$ cat src/rtl/mod_mux_final.sv
// mod_mux_final: host read mux in front of an AES core.
//
// Holds finished ciphertext blocks in a small buffer and returns one of
// four registered words on a host read:
//   addr 0 : flag word, with its MSB replaced by the sticky overflow flag
//   addr 1 : oldest buffered ciphertext block (popped); zeros if empty
//   addr 2 : buffer occupancy
//   addr 3 : reserved, reads as zero
//
// Ports:
//   clk        - clock, all state updates on the rising edge
//   rst        - synchronous active-high reset
//   addr       - read select, sampled with rd_en
//   rd_en      - host read strobe
//   inp0       - live flag word from the AES core
//   inp1       - ciphertext block, byte i in inp1[8*i +: 8]
//   inp1_valid - inp1 holds a finished block
//   inp1_ready - buffer not full, block can be accepted this cycle
//   outp       - registered read data
//   outp_valid - one-cycle pulse per read
//
// Configuration macro MOD_MUX_FINAL_BUF2_EN:
//   defined   -> 2-entry FIFO buffer (occupancy 0..2)
//   undefined -> single block register (occupancy 0..1)
//
// Assumes plaintxtL >= 8*N, plaintxtL >= nFlags and nAddr >= 2.

module mod_mux_final #(
    parameter int unsigned nAddr     = 2,
    parameter int unsigned nFlags    = 8,
    parameter int unsigned plaintxtL = 128,
    parameter int unsigned N         = 16
) (
    input  logic                 clk,
    input  logic                 rst,
    input  logic [nAddr-1:0]     addr,
    input  logic                 rd_en,
    input  logic [nFlags-1:0]    inp0,
    input  logic [8*N-1:0]       inp1,
    input  logic                 inp1_valid,
    output logic                 inp1_ready,
    output logic [plaintxtL-1:0] outp,
    output logic                 outp_valid
);

`ifdef MOD_MUX_FINAL_BUF2_EN
    localparam int unsigned Depth = 2;
`else
    localparam int unsigned Depth = 1;
`endif

    logic [1:0]           r_count;
    logic                 r_ovf;
    logic [plaintxtL-1:0] r_outp;
    logic                 r_outp_valid;

    logic                 w_full;
    logic                 w_empty;
    logic                 w_push;
    logic                 w_pop;
    logic                 w_blk_rd;
    logic                 w_flag_rd;
    logic [8*N-1:0]       w_head;
    logic [plaintxtL-1:0] w_rd_data;

    // The flag MSB is replaced by the overflow flag and never read.
    logic w_unused_ok;
    assign w_unused_ok = inp0[nFlags-1];

    assign w_full     = (r_count == 2'(Depth));
    assign w_empty    = (r_count == 2'd0);
    assign inp1_ready = ~w_full;
    // Ready comes from the pre-edge occupancy, so a pop never makes room
    // for a push in the same cycle.
    assign w_push     = inp1_valid & ~w_full;
    assign w_blk_rd   = rd_en & (addr == nAddr'(1));
    assign w_flag_rd  = rd_en & (addr == nAddr'(0));
    assign w_pop      = w_blk_rd & ~w_empty;

`ifdef MOD_MUX_FINAL_BUF2_EN
    logic [8*N-1:0] r_mem0;
    logic [8*N-1:0] r_mem1;
    logic           r_wr_ptr;
    logic           r_rd_ptr;

    assign w_head = r_rd_ptr ? r_mem1 : r_mem0;

    always_ff @(posedge clk) begin
        if (rst) begin
            r_wr_ptr <= 1'b0;
            r_rd_ptr <= 1'b0;
        end else begin
            if (w_push) r_wr_ptr <= ~r_wr_ptr;
            if (w_pop)  r_rd_ptr <= ~r_rd_ptr;
        end
    end

    // Storage is not reset; occupancy alone decides what is valid.
    always_ff @(posedge clk) begin
        if (!rst && w_push) begin
            if (r_wr_ptr) r_mem1 <= inp1;
            else          r_mem0 <= inp1;
        end
    end
`else
    logic [8*N-1:0] r_mem0;

    assign w_head = r_mem0;

    // Push only happens when empty and pop only when full, so they never
    // collide on the single register.
    always_ff @(posedge clk) begin
        if (!rst && w_push) r_mem0 <= inp1;
    end
`endif

    always_comb begin
        w_rd_data = '0;
        case (addr)
            nAddr'(0): w_rd_data[nFlags-1:0] = {r_ovf, inp0[nFlags-2:0]};
            nAddr'(1): if (!w_empty) w_rd_data[8*N-1:0] = w_head;
            nAddr'(2): w_rd_data[1:0] = r_count;
            default:   w_rd_data = '0;
        endcase
    end

    always_ff @(posedge clk) begin
        if (rst) begin
            r_outp       <= '0;
            r_outp_valid <= 1'b0;
            r_count      <= 2'd0;
            r_ovf        <= 1'b0;
        end else begin
            r_outp_valid <= rd_en;
            if (rd_en) r_outp <= w_rd_data;

            // The flag read returns the old value, then clears it.
            if (w_flag_rd)                r_ovf <= 1'b0;
            else if (w_blk_rd && w_empty) r_ovf <= 1'b1;

            case ({w_push, w_pop})
                2'b10:   r_count <= r_count + 2'd1;
                2'b01:   r_count <= r_count - 2'd1;
                default: r_count <= r_count;
            endcase
        end
    end

    assign outp       = r_outp;
    assign outp_valid = r_outp_valid;

endmodule

$ cat config.mk
export PLATFORM = sky130hd
export DESIGN_NAME = mod_mux_final
export DESIGN_NICKNAME = d
export VERILOG_FILES = /design/src/rtl/mod_mux_final.sv
export SDC_FILE = /design/constraint.sdc
export NUM_CORES = 1
export LEC_CHECK = 0
export BUFFER_PORTS_ARGS = -buffer_cell sky130_fd_sc_hd__buf_2
export CORE_AREA = 2 2 115 172
export CTS_CLUSTER_DIAMETER = 200
export DETAILED_ROUTE_END_ITERATION = 10
export DIE_AREA = 0 0 117 174
export GPL_TIMING_DRIVEN = 0
export PLACE_DENSITY = 0.71
export REMOVE_ABC_BUFFERS = 1
export SETUP_SLACK_MARGIN = 0.3
export SYNTH_ARGS = -nofsm -noshare
export SYNTH_HDL_FRONTEND = slang
export SYNTH_SLANG_ARGS = --single-unit
$ cat constraint.sdc
create_clock -name clk -period 21.6 [get_ports clk]
set_input_delay 3.24 -clock clk [delete_from_list [all_inputs] [get_ports clk]]
set_output_delay 3.24 -clock clk [all_outputs]
set_load 0.05 [all_outputs]
==> impl_metrics.json, run 1 <==
{
  "run_status": "finished clean",
  "sw_frac_of_total": 0.235,
  "fin_skew_ns": 0.00598,
  "layout_setup_ws_ns": 16.86,
  "critPathKind": "in -> reg",
  "hp-class": "reg -> reg",
  "min_period_ns": 4.74,
  "comb_power_share": 0.097,
  "yosysWarnings": 0,
  "grt_usage": 0.182,
  "area_growth_pct": 29.3,
  "synth_flop_cell": "dfxtp_1",
  "synthArstFlopShare": 0,
  "cp-end-kind": "flop",
  "synth_cells": 585,
  "setup_viol": 0,
  "ant_nets": 0,
  "crit_path_start": "rst",
  "fmax_ghz": 0.211,
  "drt_iter0_markers": 356,
  "coreArea_um2": 19000,
  "cts_resized": 0,
  "leakagePower_nw": 4.44,
  "rsz0062_at_grt": "no",
  "synth_area_um2": 8340,
  "hold_viol_final": 0,
  "r2r_slack_ns": 19.48,
  "start_util": 0.439,
  "cts_setup_buffers": 0,
  "place_inst": 1075,
  "slew_violations": 0,
  "final_cell_mix": "buf_2 (269), dfxtp_1 (132), nor2_1 (131), edfxtp_1 (128), a22oi_1 (120)",
  "synth_edf_count": 128,
  "syn_avg_cell_area_um2": 14.3,
  "grt_pass1_vias": 5523,
  "seq_area_frac_synth": 0.777,
  "grt_pass1_wl_mm": 29.0,
  "synth.ff_latch_count": 260,
  "path_max_fanout": 92,
  "clock_latency_ns": 0.51,
  "root_buffer": "clkbuf_16",
  "wirelength_mm": 19.3,
  "hold_buffers": 0,
  "setup_tns_ns": 0,
  "drc": 0,
  "max_slew_margin": 0.389,
  "avgViaCountPerCell": 4.95,
  "start_kind": "primary input",
  "dr.pass1.iters": 5,
  "tritoncts": "done",
  "dpl_worst_slack_ns": 16.33,
  "cp_data_required_time_ns": 21.80,
  "finalWeightedCongestion": 0.786,
  "seqPwrFrac": 0.521,
  "cap_violations": 0,
  "path_clk_slew_ns": 0.06,
  "row_count": 62,
  "whs_path_depth": 2,
  "crit_end": "r_mem0[34]$_DFFE_PP_",
  "ir_drop_mv": 0.0710,
  "avgRoutedWirePerCell_um": 17.2,
  "num_vias": 5568,
  "power_frac_clock": 0.382,
  "r2r-end": "r_mem0[34]$_DFFE_PP_",
  "h-tree-depth": 1,
  "die-width_um": 117,
  "fin_nets": 990,
  "antenna_found_initial": 5,
  "r2r_start": "r_count[1]$_SDFFE_PP0P_",
  "post-route-period-util": 0.219,
  "internal_power_uw": 821,
  "clock_path_buffers": 3,
  "cts.sinks": 260,
  "critPathArrivalTime_ns": 4.94,
  "nFillCells": 1572,
  "final_common_cell": "buf_2",
  "dp_hpwl_mm": 12.7,
  "grt_max_degree": 93,
  "io_pins": 272,
  "die_area_um2": 20400,
  "switchingPower_uw": 252,
  "layout-drive-gt1-share": 0.365,
  "max_slew.worst_pin.slew_ns": 0.915,
  "io_buffers": 270,
  "ys_types": 21,
  "cts_made_buffers": 24,
  "stdcell_count": 1124,
  "dieHeight_um": 174,
  "cellPowerDensity_nw_per_um2": 99.4,
  "grt_overflow": 0,
  "worstRegToRegCells": 7,
  "totalPowerFinal_mw": 1.07
}
-- through the flow --
| stage | area (um2) | hold WS, ns | util |
|---|---|---|---|
| after global placement | 9790 | 0.457 | 0.515 |
| after CTS | 10800 | 0.478 | 0.567 |
| after global routing | 10800 | 0.505 | 0.567 |
| after floorplan | 8120 | 0.455 | - |
| final | 10800 | 0.476 | 0.568 |
| after detailed placement | 10000 | 0.467 | 0.527 |
-- cells in the mapped netlist (2+ instances only) --
master	number	area, um2
buf_6	5	56.3
inv_1	4	15.0
nor3b_1	2	15.0
a211oi_1	3	22.5
xor2_1	2	17.5
clkbuf_1	24	90.1
ha_1	3	37.5
a22oi_1	120	901
a222oi_1	6	60.1
mux2i_1	2	20.0
buf_2	14	70.1
a2bb2oi_1	2	17.5
edfxtp_1	128	3840
nor2_1	132	495
dfxtp_1	132	2640
-- worst max-delay path, cell delays in order --
cell    delay [ns]
buf_6         0.19
buf_16        0.26
nor2_4        0.61
buf_12        0.29
buf_12        0.22
-- per-layer routing --
metal / part of all wire / routed length [um] / vias up / GRT usage
li1: - / - / 2683 / -
met1: 0.37 / 7220 / 2658 / 0.206
met2: 0.51 / 9920 / 177 / 0.316
met3: 0.066 / 1270 / 50 / 0.0464
met4: 0.046 / 880 / 0 / 0.0819
met5: 0 / 0 / - / 0
-- power groups by stage --
stage               registers, mW  logic (mW)  clock network [mW]
finish                      0.559       0.104               0.410
global route                0.562       0.112               0.441
CTS                         0.559       0.106               0.422
detailed placement          0.570       0.105                   0
global placement            0.578      0.0977                   0
floorplan                   0.599      0.0356                   0
-- final cells by class --
type	count	area (um2)	area share
sequential	260	6490	0.601
multi-input combinational	276	1630	0.151
timing repair buffer	278	1560	0.144
clock buffer	37	711	0.0659
tap	256	320	0.0297
clock inverter	7	60.1	0.00557
inverter	5	21.3	0.00197
antenna	5	12.5	0.00116
-- logic make-up (layout without fill, tap and decap cells) --
group	Yosys count	count (layout)	synth area share
buffers and inverters	49	327	0.0291
XOR/XNOR	2	2	0.00210
AND/OR/NAND/NOR	137	137	0.0637
multiplexers	2	2	0.00240
other	0	5	0
AO/OA/AOI/OAI	132	132	0.121
adder cells (fa/ha/maj)	3	3	0.00450
flip-flops	260	260	0.777
-- worst min path at each step --
stage	startpoint	slack, ns	to
6_report	r_mem0[79]$_DFFE_PP_	0.48	outp[79]$_SDFFE_PP0P_
5_1_grt	r_mem0[44]$_DFFE_PP_	0.50	outp[44]$_SDFFE_PP0P_
4_1_cts	r_mem0[10]$_DFFE_PP_	0.48	outp[10]$_SDFFE_PP0P_
3_5_place_dp	r_mem0[65]$_DFFE_PP_	0.47	outp[65]$_SDFFE_PP0P_
3_3_place_gp	r_mem0[22]$_DFFE_PP_	0.46	outp[22]$_SDFFE_PP0P_
2_1_floorplan	r_mem0[100]$_DFFE_PP_	0.45	outp[100]$_SDFFE_PP0P_
-- registers in the layout, indices dropped and copies added, names as in the netlist --
register    count
outp          128
outp_valid      1
r_count         2
r_mem0        128
r_ovf           1
Note: power is estimated with default switching activity, not from simulation.
==> run 2, diff against run 1 <==
--- a/config.mk
+++ b/config.mk
@@ -11,7 +11,7 @@
 export DETAILED_ROUTE_END_ITERATION = 10
 export DIE_AREA = 0 0 117 174
 export GPL_TIMING_DRIVEN = 0
-export PLACE_DENSITY = 0.71
+export PLACE_DENSITY = 0.74
 export REMOVE_ABC_BUFFERS = 1
 export SETUP_SLACK_MARGIN = 0.3
 export SYNTH_ARGS = -nofsm -noshare
==> constraint.sdc (replaced) <==
create_clock -name clk -period 4.05 [get_ports clk]
set_input_delay 0.6075 -clock clk [delete_from_list [all_inputs] [get_ports clk]]
set_output_delay 0.6075 -clock clk [all_outputs]
set_load 0.05 [all_outputs]
==> run 2 against run 1 <==
Compared with the run above: register-to-register slack got worse by 18 ns; combinational power rose to 5.3 times the previous value; die area unchanged; critical path depth rose by 2; sequential share of layout area hardly changed; first-iteration DRC count fell by 14%; final cell count decreased by 0.18%; worst setup slack got worse by 15 ns; core utilization barely moved; wire length increased by 0.52%; hold slack lost 0.20 ns.
==> impl_metrics.json, run 2 (synthesis results as in run 1) <==
{
  "antenna_found_initial": 4,
  "max_stage_delay_ns": 0.49,
  "rsz0062_at_grt": "no",
  "worstRegToRegCells": 7,
  "io_buffers": 270,
  "fin_util": 0.568,
  "root_buffer": "clkbuf_16",
  "critPathKind": "reg -> reg",
  "leakagePower_nw": 4.44,
  "fin_nets": 991,
  "critPathArrivalTime_ns": 2.30,
  "cts_setup_buffers": 0,
  "sw_frac_of_total": 0.236,
  "drc": 0,
  "h-tree-depth": 1,
  "die_area_um2": 20400,
  "cp_data_required_time_ns": 4.24,
  "r2r-end": "r_mem0[78]$_DFFE_PP_",
  "avgViaCountPerCell": 5.05,
  "fmax_ghz": 0.474,
  "clock_path_buffers": 3,
  "holdCritStartpoint": "inp1[5]",
  "grt_usage": 0.183,
  "dpl_worst_slack_ns": 1.49,
  "crit_chain": "inv_1 -> ha_1 -> inv_1 -> nand2_1 -> nor2_4 -> buf_12 -> buf_12",
  "start_util": 0.439,
  "tritoncts": "done",
  "path_max_fanout": 31,
  "cts_made_buffers": 25,
  "r2r_start": "r_count[1]$_SDFFE_PP0P_",
  "multi_input_area_um2": 1630,
  "power_frac_clock": 0.386,
  "final_common_cell": "buf_2",
  "cp-end-kind": "flop",
  "ir_drop_mv": 0.389,
  "grt_overflow": 0,
  "hp-class": "in -> reg",
  "num_vias": 5670,
  "worst-path-stages": 7,
  "clock_latency_ns": 0.50,
  "dp_hpwl_mm": 12.6,
  "internal_power_mw": 4.41,
  "final_cell_mix": "buf_2 (269), dfxtp_1 (132), nor2_1 (131), edfxtp_1 (128), a22oi_1 (120)",
  "grt_max_degree": 103,
  "cap_violations": 0,
  "coreArea_um2": 19000,
  "r2r_slack_ns": 1.94,
  "max_slew_margin": 0.458,
  "seqCellArea_um2": 6490,
  "dieHeight_um": 174,
  "whs_path_depth": 1,
  "fin_skew_ns": 0.00944,
  "hold_buffers": 0,
  "seqPwrFrac": 0.518,
  "die-width_um": 117,
  "layout-drive-gt1-share": 0.366,
  "run_status": "finished clean",
  "start_kind": "flop",
  "cp.buffers_inverters": 4,
  "ant_nets": 0,
  "worst_path_dominant_cell_family": "buffers and inverters",
  "post-route-period-util": 0.521,
  "avgRoutedWirePerCell_um": 17.3,
  "drt_iter0_markers": 306,
  "hold_viol_final": 0,
  "crit_slowest_cell": "nor2_4",
  "switchingPower_mw": 1.36,
  "cts_resized": 0,
  "max_slew.worst_pin.slew_ns": 0.811,
  "slew_violations": 0,
  "min_to": "r_mem0[5]$_DFFE_PP_",
  "totalPowerFinal_mw": 5.76,
  "io_pins": 272,
  "cellPowerDensity_nw_per_um2": 534,
  "setup_viol": 0,
  "nFillCells": 1574,
  "grt_pass1_vias": 5593,
  "layout_setup_ws_ns": 1.94,
  "finalWeightedCongestion": 0.779,
  "path_clk_slew_ns": 0.06,
  "row_count": 62,
  "area_growth_pct": 29.3,
  "grt_pass1_wl_mm": 29.1,
  "wirelength_mm": 19.4,
  "comb_power_share": 0.096,
  "min_period_ns": 2.11,
  "cts.sinks": 260,
  "dr.pass1.iters": 4
}
-- run 2: cell count changes in the layout (fill, tap and decap cells not counted) --
cell        change
clkinv_4        +1
buf_16          -2
clkbuf_1        +2
clkinvlp_4      -1
clkbuf_16       +1
clkinv_1        -2
buf_12          +2
clkinv_2        +1
clkbuf_8        -1
diode_2         -3
-- run 2: layout make-up --
type / instances / area share
antenna: 2 / 0.000464
clock buffer: 39 / 0.0676
clock inverter: 6 / 0.00545
inverter: 5 / 0.00197
multi-input combinational: 276 / 0.151
sequential: 260 / 0.601
tap: 256 / 0.0297
timing repair buffer: 278 / 0.143
-- run 2: layer usage --
layer / global-route usage / share of wire / vias to the layer above
met4: 0.0701 / 0.035 / 4
met1: 0.204 / 0.37 / 2725
met3: 0.0432 / 0.064 / 51
met5: 0 / 0.0012 / -
li1: - / - / 2681
met2: 0.329 / 0.53 / 209
-- run 2: power groups by stage --
stage	combinational, mW	clock, mW	sequential, mW
floorplan	0.190	0	3.19
global placement	0.522	0	3.08
detailed placement	0.560	0	3.04
CTS	0.561	2.28	2.98
global route	0.597	2.39	3.00
finish	0.554	2.23	2.98
-- run 2: worst max path at each step --
stage / slack [ns] / startpoint / endpoint
after floorplan: -2.90 / r_count[1]$_SDFFE_PP0P_ / r_mem0[0]$_DFFE_PP_
after global placement: -7.01 / rst / r_mem0[114]$_DFFE_PP_
after detailed placement: 1.49 / rst / r_mem0[114]$_DFFE_PP_
after CTS: 1.91 / r_count[1]$_SDFFE_PP0P_ / r_mem0[33]$_DFFE_PP_
after global routing: 1.80 / r_count[1]$_SDFFE_PP0P_ / r_mem0[81]$_DFFE_PP_
final: 1.94 / r_count[1]$_SDFFE_PP0P_ / r_mem0[78]$_DFFE_PP_
-- run 2: through the flow --
step	std cells	instance area, um2	hold slack, ns	TNS [ns]
floorplan	541	8120	0.455	-370.67
global placement	1067	9790	0.458	-1053.13
detailed placement	1075	9990	0.468	0
CTS	1120	10800	0.251	0
global route	1120	10800	0.250	0
finish	1122	10800	0.273	0
==> run 3, diff against run 2 <==
--- a/config.mk
+++ b/config.mk
@@ -5,13 +5,14 @@
 export SDC_FILE = /design/constraint.sdc
 export NUM_CORES = 1
 export LEC_CHECK = 0
+export ABC_AREA = 1
 export BUFFER_PORTS_ARGS = -buffer_cell sky130_fd_sc_hd__buf_2
-export CORE_AREA = 2 2 115 172
+export CORE_AREA = 2 2 117 175
 export CTS_CLUSTER_DIAMETER = 200
 export DETAILED_ROUTE_END_ITERATION = 10
-export DIE_AREA = 0 0 117 174
+export DIE_AREA = 0 0 119 177
 export GPL_TIMING_DRIVEN = 0
-export PLACE_DENSITY = 0.74
+export PLACE_DENSITY = 0.73
 export REMOVE_ABC_BUFFERS = 1
 export SETUP_SLACK_MARGIN = 0.3
 export SYNTH_ARGS = -nofsm -noshare
==> constraint.sdc (replaced) <==
create_clock -name clk -period 1.9 [get_ports clk]
set_input_delay 0.285 -clock clk [delete_from_list [all_inputs] [get_ports clk]]
set_output_delay 0.285 -clock clk [all_outputs]
set_load 0.05 [all_outputs]
==> run 3 against run 2 <==
Compared with the run above: maximum frequency rose by 31%; hold slack worse by 0.17 ns; global-route usage is 4.5 points higher; largest power group unchanged.
==> impl_metrics.json, run 3 <==
{
  "cellPowerDensity_nw_per_um2": 976,
  "clock_path_buffers": 3,
  "area_growth_pct": 50.2,
  "slew_violations": 0,
  "synthArstFlopShare": 0,
  "final_cell_mix": "nand2_1 (269), buf_2 (268), dfxtp_1 (130), dlygate4sd3_1 (128), edfxtp_1 (128)",
  "stdcell_count": 1447,
  "yosysWarnings": 0,
  "finalWeightedCongestion": 0.770,
  "min_period_ns": 1.62,
  "worst_path_dominant_cell_family": "buffers and inverters",
  "setup_viol": 0,
  "seq_area_frac_synth": 0.753,
  "dpl_worst_slack_ns": -0.432,
  "dpl-instance-area_um2": 10300,
  "path_max_fanout": 18,
  "max_slew_margin": 0.556,
  "hold_viol_final": 0,
  "synth_edf_count": 128,
  "max_stage_delay_ns": 0.38,
  "crit_top_cell": "buf_4",
  "fin_nets": 1313,
  "cp.buffers_inverters": 4,
  "grt_usage": 0.228,
  "synth.ff_latch_count": 260,
  "tritoncts": "done",
  "dr.pass1.iters": 6,
  "io_buffers": 270,
  "coreArea_um2": 19600,
  "synth_cells": 748,
  "die_area_um2": 21100,
  "ys_types": 19,
  "max_slew.worst_pin.slew_ns": 0.665,
  "totalPowerFinal_mw": 12.6,
  "hp-class": "in -> reg",
  "crit_slowest_cell": "dfxtp_2",
  "cp_data_required_time_ns": 2.33,
  "fin_area_um2": 12900,
  "root_buffer": "clkbuf_16",
  "path_clk_slew_ns": 0.06,
  "row_count": 63,
  "avgViaCountPerCell": 4.85,
  "worstRegToRegCells": 8,
  "ir_drop_mv": 0.914,
  "synth_top_area_frac": 0.446,
  "antenna_found_initial": 1,
  "io_pins": 272,
  "final_common_cell": "nand2_1",
  "synthMostInstantiatedCell": "nand2_1",
  "dieHeight_um": 177,
  "setup_tns_ns": 0,
  "die-width_um": 119,
  "grt_overflow": 0,
  "start_util": 0.439,
  "fmax_ghz": 0.619,
  "whs_path_depth": 5,
  "grt_pass1_vias": 7313,
  "drc": 0,
  "start_kind": "flop",
  "h-tree-depth": 1,
  "post-route-period-util": 0.850,
  "layout_setup_ws_ns": 0.285,
  "synth_area_um2": 8620,
  "num_vias": 7023,
  "clock_latency_ns": 0.51,
  "syn_avg_cell_area_um2": 11.5,
  "dp_hpwl_mm": 13.4,
  "leakagePower_nw": 5.29,
  "finalHoldWorstSlack_ns": 0.103,
  "synth_commonest_cells": "nand2_1 (270), dfxtp_1 (132), edfxtp_1 (128), a21oi_1 (125), clkbuf_1 (22)",
  "cp-end-kind": "flop",
  "rsz0062_at_grt": "yes",
  "critPathArrivalTime_ns": 2.05,
  "place_inst": 1245,
  "cts.sinks": 260,
  "grt_pass1_wl_mm": 37.6,
  "ant_nets": 0,
  "critPathKind": "reg -> reg",
  "crit_chain": "inv_2 -> ha_4 -> nor2_4 -> buf_4 -> buf_4 -> bufbuf_16 -> nand2_1 -> a21oi_2",
  "synth_flop_cell": "dfxtp_1",
  "grt_max_degree": 75,
  "worst-path-stages": 8,
  "fin_util": 0.660,
  "run_status": "finished clean",
  "synth_top_cell_by_area": "edfxtp_1",
  "layout-drive-gt1-share": 0.304,
  "fin_skew_ns": 0.00770,
  "synthTopCellsByArea": "edfxtp_1 (45%), dfxtp_1 (31%), nand2_1 (12%)",
  "wirelength_mm": 25.1,
  "cts_made_buffers": 25,
  "cap_violations": 0,
  "avgRoutedWirePerCell_um": 17.3,
  "drt_iter0_markers": 469
}
run 3: cell count changes in the layout (fill, tap and decap cells not counted), sizes merged, moves of 3 or more:
cell / before / now
dlygate4sd3: 0 / 128
a21oi: 0 / 125
nand2: 1 / 271
nand3: 0 / 7
a222oi: 6 / 0
a22oi: 120 / 0
bufbuf: 0 / 4
buf: 278 / 304
clkbuf: 39 / 34
o21ai: 0 / 5
a211oi: 3 / 0
nor2: 132 / 15
inv: 5 / 16
run 3: tightest hold or removal path, delay by kind of cell:
family,cells,cell delay [ns]
AND/OR/NAND/NOR,4,0.21
buffers and inverters,1,0.07
run 3: what timing repair did:
item / CTS / global route
hold buffers: 128 / 0
setup buffers: 17 / 2
resized for setup: 21 / 9
endpoints found under the setup margin: 231 / 156
cloned: 9 / 0
endpoints found under the hold margin: 128 / 0
pin swaps: 2 / 2
run 3: layout make-up:
type                            count  area, um2
Antenna cell                        1       2.50
Fill cell                        1393       6680
Tap cell                          260        325
Inverter                           16       65.1
Clock buffer                       34        709
Clock inverter                     11        128
Sequential cell                   260       6490
Multi-Input combinational cell    429       1880
Timing Repair Buffer              436       3350
run 3: final timing paths:
| kind | to | start | slack, ns |
|---|---|---|---|
| min reg2reg | outp[44]$_SDFFE_PP0P_ | outp[44]$_SDFFE_PP0P_ | 0.46 |
| min | outp[3]$_SDFFE_PP0P_ | inp0[3] | 0.10 |
| max | outp[34]$_SDFFE_PP0P_ | r_count[0]$_SDFFE_PP0P_ | 0.28 |
| max reg2reg | outp[34]$_SDFFE_PP0P_ | r_count[0]$_SDFFE_PP0P_ | 0.28 |
run 3: logic make-up (layout without fill, tap and decap cells):
kind of cell,after synthesis,in the layout,share of synthesized area
other cells,0,1,0
compound gates,131,131,0.0762
buf+inv,59,497,0.0347
flops,260,260,0.753
fa+ha+maj,3,3,0.00436
xor+xnor,1,1,0.00102
simple gates,294,294,0.131
run 3: routing by layer:
metal,track usage,up-vias,wire length (um),share of wire
li1,-,3340,-,-
met1,0.250,3293,9190,0.37
met2,0.412,295,13200,0.53
met3,0.0380,95,1240,0.050
met4,0.132,0,1440,0.058
met5,0,-,0,0
run 3: power breakdown:
group | total [mW] | switching (mW) | leakage (nW) | internal [mW]
Clock | 5.07 | 2.06 | 0.409 | 3.01
Sequential | 6.22 | 0.0770 | 2.26 | 6.14
Combinational | 1.35 | 0.746 | 2.62 | 0.606
